[src/rtl/udp_tx_scheduler.sv]
// rtl/udp_tx_scheduler.sv - round-robin whole-packet scheduler in front of udp_send
module udp_tx_scheduler #(
  parameter int NUM_REQ    = 4,
  parameter int GAP_CYCLES = 12
) (
  input  logic                  clock,
  input  logic                  reset,
  input  logic [NUM_REQ-1:0]    req,
  input  logic [16*NUM_REQ-1:0] req_length,
  input  logic [8*NUM_REQ-1:0]  req_port_ID,
  input  logic [8*NUM_REQ-1:0]  req_data,
  input  logic                  udp_active,
  output logic [NUM_REQ-1:0]    grant,
  output logic [NUM_REQ-1:0]    rd_strobe,
  output logic                  tx_enable,
  output logic [15:0]           length_in,
  output logic [7:0]            port_ID,
  output logic [7:0]            data_out,
  output logic                  busy,
  output logic [7:0]            err_count
);

  localparam int LW = $clog2(NUM_REQ);
  localparam int GW = (GAP_CYCLES > 1) ? $clog2(GAP_CYCLES) : 1;

  typedef enum logic [2:0] {S_IDLE, S_LOAD, S_SEND, S_DRAIN, S_GAP} state_t;

  // With no gap configured a finished packet returns straight to arbitration.
  localparam state_t POST_STATE = (GAP_CYCLES == 0) ? S_IDLE : S_GAP;

  state_t             state_q, state_d;
  logic [LW-1:0]      lane_q, rr_ptr_q, pick;
  logic               pick_valid;
  logic [15:0]        len_q, cnt_q, pick_len;
  logic [7:0]         port_q, pick_port, data_sel;
  logic [GW-1:0]      gap_q;
  logic [NUM_REQ-1:0] lane_onehot;

  assign lane_onehot = NUM_REQ'(1) << lane_q;

  // Round-robin pick: first requester above rr_ptr, else first at or below it.
  always_comb begin
    pick       = '0;
    pick_valid = 1'b0;
    pick_len   = '0;
    pick_port  = '0;
    for (int i = 0; i < NUM_REQ; i++) begin
      if (!pick_valid && req[i] && (LW'(i) > rr_ptr_q)) begin
        pick       = LW'(i);
        pick_valid = 1'b1;
        pick_len   = req_length[16*i +: 16];
        pick_port  = req_port_ID[8*i +: 8];
      end
    end
    for (int i = 0; i < NUM_REQ; i++) begin
      if (!pick_valid && req[i] && (LW'(i) <= rr_ptr_q)) begin
        pick       = LW'(i);
        pick_valid = 1'b1;
        pick_len   = req_length[16*i +: 16];
        pick_port  = req_port_ID[8*i +: 8];
      end
    end
  end

  // Show-ahead byte of the owning lane.
  always_comb begin
    data_sel = '0;
    for (int i = 0; i < NUM_REQ; i++) begin
      if (lane_q == LW'(i)) data_sel = req_data[8*i +: 8];
    end
  end

  // State register.
  always_ff @(posedge clock or negedge reset) begin
    if (!reset) state_q <= S_IDLE;
    else        state_q <= state_d;
  end

  // Next state and udp_send-facing outputs.
  always_comb begin
    state_d   = state_q;
    grant     = '0;
    rd_strobe = '0;
    tx_enable = 1'b0;
    length_in = '0;
    port_ID   = '0;
    data_out  = '0;
    busy      = (state_q != S_IDLE);
    case (state_q)
      S_IDLE:  if (pick_valid) state_d = S_LOAD;
      S_LOAD:  state_d = (len_q == 16'd0) ? POST_STATE : S_SEND;
      S_SEND:  if (cnt_q == 16'd0) state_d = S_DRAIN;
      S_DRAIN: if (!udp_active) state_d = POST_STATE;
      S_GAP:   if (gap_q == '0) state_d = S_IDLE;
      default: state_d = S_IDLE;
    endcase
    if (state_q == S_LOAD || state_q == S_SEND || state_q == S_DRAIN) begin
      grant     = lane_onehot;
      length_in = len_q;
      port_ID   = port_q;
      data_out  = data_sel;
    end
    if (state_q == S_SEND) begin
      tx_enable = 1'b1;
      rd_strobe = lane_onehot;
    end
  end

  // Packet latch, byte/gap counters, rr pointer and zero-length error count.
  always_ff @(posedge clock or negedge reset) begin
    if (!reset) begin
      lane_q    <= '0;
      rr_ptr_q  <= LW'(NUM_REQ - 1);
      len_q     <= '0;
      port_q    <= '0;
      cnt_q     <= '0;
      gap_q     <= '0;
      err_count <= '0;
    end else begin
      if (state_q == S_IDLE && pick_valid) begin
        lane_q <= pick;
        len_q  <= pick_len;
        port_q <= pick_port;
      end
      if (state_q == S_LOAD) begin
        rr_ptr_q <= lane_q;
        if (len_q == 16'd0) begin
          if (err_count != 8'hFF) err_count <= err_count + 8'd1;
        end else begin
          cnt_q <= len_q - 16'd1;
        end
      end
      if (state_q == S_SEND && cnt_q != 16'd0) cnt_q <= cnt_q - 16'd1;
      if (state_d == S_GAP && state_q != S_GAP) gap_q <= GW'(GAP_CYCLES - 1);
      else if (state_q == S_GAP)                gap_q <= gap_q - GW'(1);
    end
  end

endmodule

[config.mk]
export PLATFORM = sky130hd
export DESIGN_NAME = udp_tx_scheduler
export DESIGN_NICKNAME = d
export VERILOG_FILES = /design/src/rtl/udp_tx_scheduler.sv
export SDC_FILE = /design/constraint.sdc
export NUM_CORES = 1
export LEC_CHECK = 0
export CORE_UTILIZATION = 43
export DETAILED_ROUTE_END_ITERATION = 16
export PLACE_DENSITY_LB_ADDON = 0.25
export SLEW_MARGIN = 30
export SYNTH_ARGS = -nofsm -noshare
export SYNTH_HDL_FRONTEND = slang
export SYNTH_SLANG_ARGS = --single-unit
[constraint.sdc]
create_clock -name clock -period 3.8 [get_ports clock]
set_input_delay 0.76 -clock clock [delete_from_list [all_inputs] [get_ports clock]]
set_output_delay 0.76 -clock clock [all_outputs]
set_load 0.01 [all_outputs]
# Word level (Yosys, flattened, before mapping)
# Cells that the tools add are included.
dict set report word_totals {
  elab_cells 122
  input_bits 135
  out_inout_bits 50
  register_bits 59
}
dict set report classes {
  n_eq_ne 11
  n_shift 1
  mux 52
  n_lt_le_gt_ge 8
  reduce_logical 38
  n_addsub 4
}
# cell count
set op_table {}
lappend op_table {{$mux W16} 12}
lappend op_table {{$mux W8} 14}
lappend op_table {{$logic_not A16 Y1} 2}
lappend op_table {{$sub A16 B1 Y16 const B} 2}
lappend op_table {{$logic_and A1 B1 Y1} 18}
lappend op_table {{$mux W4} 4}
lappend op_table {{$reduce_bool A16 Y1} 1}
lappend op_table {{$mux W3} 5}
lappend op_table {{$pmux W3 S5} 1}
lappend op_table {{$mux W2} 6}
lappend op_table {{$mux W1} 10}
lappend op_table {{$add A8 B1 Y8 const B} 1}
lappend op_table {{$ne A8 B8 Y1 const B} 1}
lappend op_table {{$logic_not A1 Y1} 7}
lappend op_table {{$eq A3 B2 Y1 const B} 2}
lappend op_table {{$eq A3 B3 Y1 const B} 2}
lappend op_table {{$eq A2 B2 Y1 const B} 2}
lappend op_table {{$gt A1 B2 Y1 const A} 2}
lappend op_table {{$gt A2 B2 Y1 const A} 2}
lappend op_table {{$le A1 B2 Y1 const A} 2}
lappend op_table {{$le A2 B2 Y1 const A} 2}
lappend op_table {{$logic_not A4 Y1} 1}
lappend op_table {{$reduce_bool A2 Y1} 2}
lappend op_table {{$shl A1 B2 Y4 const A} 1}
lappend op_table {{11 further kinds} 12}

# Depth between registers and ports, before layout
dict set report logic_depth {
  ltp_word 36
  depth_mapped 14
  depth_no_buf 11
}

# Worst setup path before layout
# Ideal clock, no wire load.
dict set report synth_path {
  path_type {register to register}
  start {reg cnt_q[14]}
  end {reg cnt_q[8]}
  t_required_ps 3723
  slack_ps 720
  arrival_ps 3002
  n_path_buf 2
  period_less_slack_ps 3080
  stages_incl_launch_ff 13
  path_cell_list {dfrtp_1 nor4_1 nand2_1 o21ai_2 buf_2 buf_4 mux2i_1 ha_1 o211a_1 nand2_1 a311o_1 a221o_1 a21oi_1}
}
dict set report synth_between {
  elab_chain_len 4
  elab_cells_between_ends 6
  cone_classes {1 x eq/ne; 1 x mux; 4 x reduce/logical}
}
# element line
set synth_lines {}
lappend synth_lines {{from (decl)} 34} ;# logic [15:0] len_q, cnt_q, pick_len;
lappend synth_lines {{from (signal assigned)} 130} ;# cnt_q <= len_q - 16'd1;
lappend synth_lines {{from (signal assigned)} 133} ;# if (state_q == S_SEND && cnt_q != 16'd0) cnt_q <= cnt_q - 16'd1;
lappend synth_lines {{$reduce_bool A16 Y1 (*)} 133}
lappend synth_lines {{$logic_and A1 B1 Y1 (*)} 133}
lappend synth_lines {{$ne A2 B1 Y1 (no line) / $reduce_bool A2 Y1 (equally long branches)} n/a}
lappend synth_lines {{$reduce_and A2 Y1 (no line)} n/a}
# Mark *: on every way between the ends. The rest lies on a longest branch, timed or not.
# A chain may end at the register's enable or synchronous reset.

# Worst setup path after layout
dict set report layout_path {
  start {reg cnt_q[1]}
  end {reg cnt_q[14]}
}
dict set report layout_between {
  elab_chain_len 4
  elab_cells_between_ends 7
  cone_classes {1 x add/sub; 1 x eq/ne; 1 x mux; 4 x reduce/logical}
}
# element
set layout_lines {}
lappend layout_lines {{parallel branches: the longest is 4 deep, another holds $sub A16 B1 Y16}}
# Parallel ways; which one is timed is not known.

==> summary.md <==
| Metric | Value |
|---|---|
| GP Congestion | between 1 and 1.5 |
| Syn avg cell area | 8.73 µm² |
| Fin crit period | ~3.3 ns |
| Synth unique cells | 70 |
| Worst hold path type | in2async |
| CTS Hold Bufs | 0 |
| Worst-Margin Slew | just under 0.8 ns |
| R2r worst-path depth | 11 |
| RSZ-0062 raised after global routing | false |
| Final Max Slew Viols | 0 |
| CTS Buffer Depth | 2 |
| Post-detail-place hpwl | roughly 11,000 µm |
| Drt wl/cell | ~18 µm |
| Cts bufs inserted | 9 |
| First-pass GRT wire length | 22,200 µm |
| Setup repair bufs after CTS | 0 |
| Yosys warnings | 0 |
| Critical Path Start Type | flip-flop |
| H-tree levels | 3 |
| Flop2flop setup slack | around 0.5 ns |
| Fin nets | about 800 |
| Final hold viol count | 0 |
| DR top layer | met4 |
| Mapped Cells | about 490 |
| Area of the mapped netlist | roughly 4300 µm² |
| EDFF count, synth | 0 |
| Leading post-synthesis cells by cell area | dfrtp_1 (33%), a22oi_1 (6.1%), and2_1 (5.4%), nor2_1 (5.0%), a31oi_1 (4.7%) |
| Detailed Route WL | about 14,000 µm |
| Post-route antenna net violation count | 0 |
| Post-synth top area share | 33.3% |
| Reg-to-reg endpoint | cnt_q[14] |
| Achievable Freq | between 0.3 and 0.4 GHz |
| Sequential fraction of the synthesis area | 34.5% |
| Die Y | a little over 100 µm |
| Kind of critical path | reg2reg |
| Critical Path Source | cnt_q[1] |
| Synth area leader | dfrtp_1 |
| Hold WS | roughly 0.43 ns |
| Synth Register Bits | 59 |
| Fin Setup TNS | 0 ns |
| Clock transition at path regs | roughly 0.060 ns |
| Max IR drop VDD | approximately 0.00034 V |
| Run status | complete, no violations |
| Fin cells | between 700 and 800 |
| Final setup viols | 0 |
| Setup Skew | ~0.0076 ns |
| Pwr Total | between 4 and 5 mW |
| Worst EP arrival | around 3.5 ns |
| Resized cells post-CTS | 0 |
| # DRC | 0 |
| Ant diodes | 0 |
| GRT Total Usage | about 28% |
| Grt ovf | 0 |
| Num rows | 36 |
| Post-synth top cells | dfrtp_1 (57), nor2_1 (57), and2_1 (37) |
| Port-buffer cells | around 180 |
| Drt pass-1 iters | 5 |
| Share of layout cells above drive strength 1 | about 9% |
| Area growth syn-to-layout | 49.1% |
| Initial antenna violation count | 0 |
| CTS tree | yes |
| Worst slew margin relative to its limit | 48.3% |
| Routed met2 length | between 6000 and 7000 µm |
| IO Count | between 150 and 200 |
| Drt first-iter violations | 349 |
| FFs w/ async S/R, synth | between 90% and 100% |
| WL met1 | slightly below 6000 µm |
| Power Density | between 700 and 800 nW/µm² |
| Vias in the first global route | around 4,700 |
| Part of the cycle the worst path needs | between 80% and 90% |
| Main synth FF type | dfrtp_1 |
| Total number of vias | 4,673 |
| CTS root buffer | clkbuf_8 |
| Worst-Skew Late Latency | between 0.3 and 0.4 ns |
| Total clock sinks | 59 |
| Crit Path Max Fanout | 7 |
| Required time of the critical path | 4.04 ns |
| Max cap viols | 0 |
| Crit path to | cnt_q[14] |
| Core area | 9730 µm² |
| Largest net degree at the start of global routing | 47 |
| Leak | ~2.5 nW |
| Routed wl met3 | between 1000 and 1500 µm |
| Worst reg2reg startpoint | cnt_q[1] |
| Placed Cells | just under 800 |
| Starting density of the core | approximately 44% |
| Die area | slightly above 10,000 µm² |
| DIE WIDTH | 102 µm |
| Syn Nets | ~630 |
| Worst setup EP type | flip-flop |
| Vias per inst | 5.87 |
## layout by cell type (no fill, tap or decap), types with 11 or more instances in the layout
master	synthesis	routed
nor2_1	57	56
o21ai_0	15	15
clkbuf_8	0	11
dfrtp_1	57	57
clkdlybuf4s50_1	0	183
a21oi_1	23	22
and2_1	37	37
nor3_1	20	20
a22oi_1	35	35
inv_1	14	14
a31oi_1	32	32
nand2_1	36	36
## routing by layer
metal	global-route usage, %	vias to the layer above
met3	7.05	27
met4	9.23	0
li1	-	2195
met1	34.1	2210
met5	0	-
met2	47.6	241
## power by group
part	total [mW]	switching (mW)	internal [mW]
Clock	0.575	0.240	0.334
Combinational	3.01	1.54	1.48
Sequential	1.34	0.433	0.909
Total	4.93	2.21	2.72
## worst max-delay path, cell delays in order (launching register included)
cell and delay [ns]:
dfrtp_1 0.42, nor4_1 0.58, nand2_1 0.19, o21ai_2 0.34, mux2i_1 0.26, ha_1 0.32, o211a_1 0.22, inv_1 0.08
a21boi_2 0.21, and3_1 0.25, o22ai_1 0.09, a211oi_1 0.24
## logic make-up (layout without fill, tap and decap cells)
kind of cell | after synthesis | after routing | synth area share (%)
compound gates | 159 | 159 | 27.2
xor+xnor | 9 | 9 | 1.84
fa+ha+maj | 3 | 3 | 0.876
buf+inv | 50 | 222 | 5.58
flops | 59 | 59 | 34.5
mux | 21 | 21 | 7.45
simple gates | 190 | 190 | 22.5
## registers in the layout, indices dropped and copies added, names as in the netlist
register,cells
len_q,16
rr_ptr_q,2
lane_q,2
gap_q,4
state_q,3
port_q,8
err_count,8
cnt_q,16
## cell type report
type                    instances  area (µm²)
inverters                      15        68.8
repair buffers                192        1900
clock buffers                  13         159
flip-flops and latches         59        1480
clock inverters                 2        35.0
multi-input cells             382        2580
fillers                       833        3340
well taps                     133         166
## metrics by stage
| stage | util (%) | worst slack (ns) | instance area (µm²) |
|---|---|---|---|
| after floorplan | - | 0.720 | 4280 |
| after global placement | 63.6 | 0.742 | 6190 |
| after detailed placement | 63.7 | 0.630 | 6190 |
| after CTS | 65.7 | 0.589 | 6390 |
| after global routing | 65.7 | 0.206 | 6390 |
| final | 65.7 | 0.512 | 6390 |
## worst min path at each step
stage	slack, ns	to	from
2_1_floorplan	0.46	cnt_q[0]	reset
3_3_place_gp	0.48	err_count[4]	err_count[4]
3_5_place_dp	0.50	err_count[0]	err_count[0]
4_1_cts	0.44	err_count[4]	reset
5_1_grt	0.47	cnt_q[7]	reset
6_report	0.43	cnt_q[7]	reset
(Power assumes the default switching activity.)
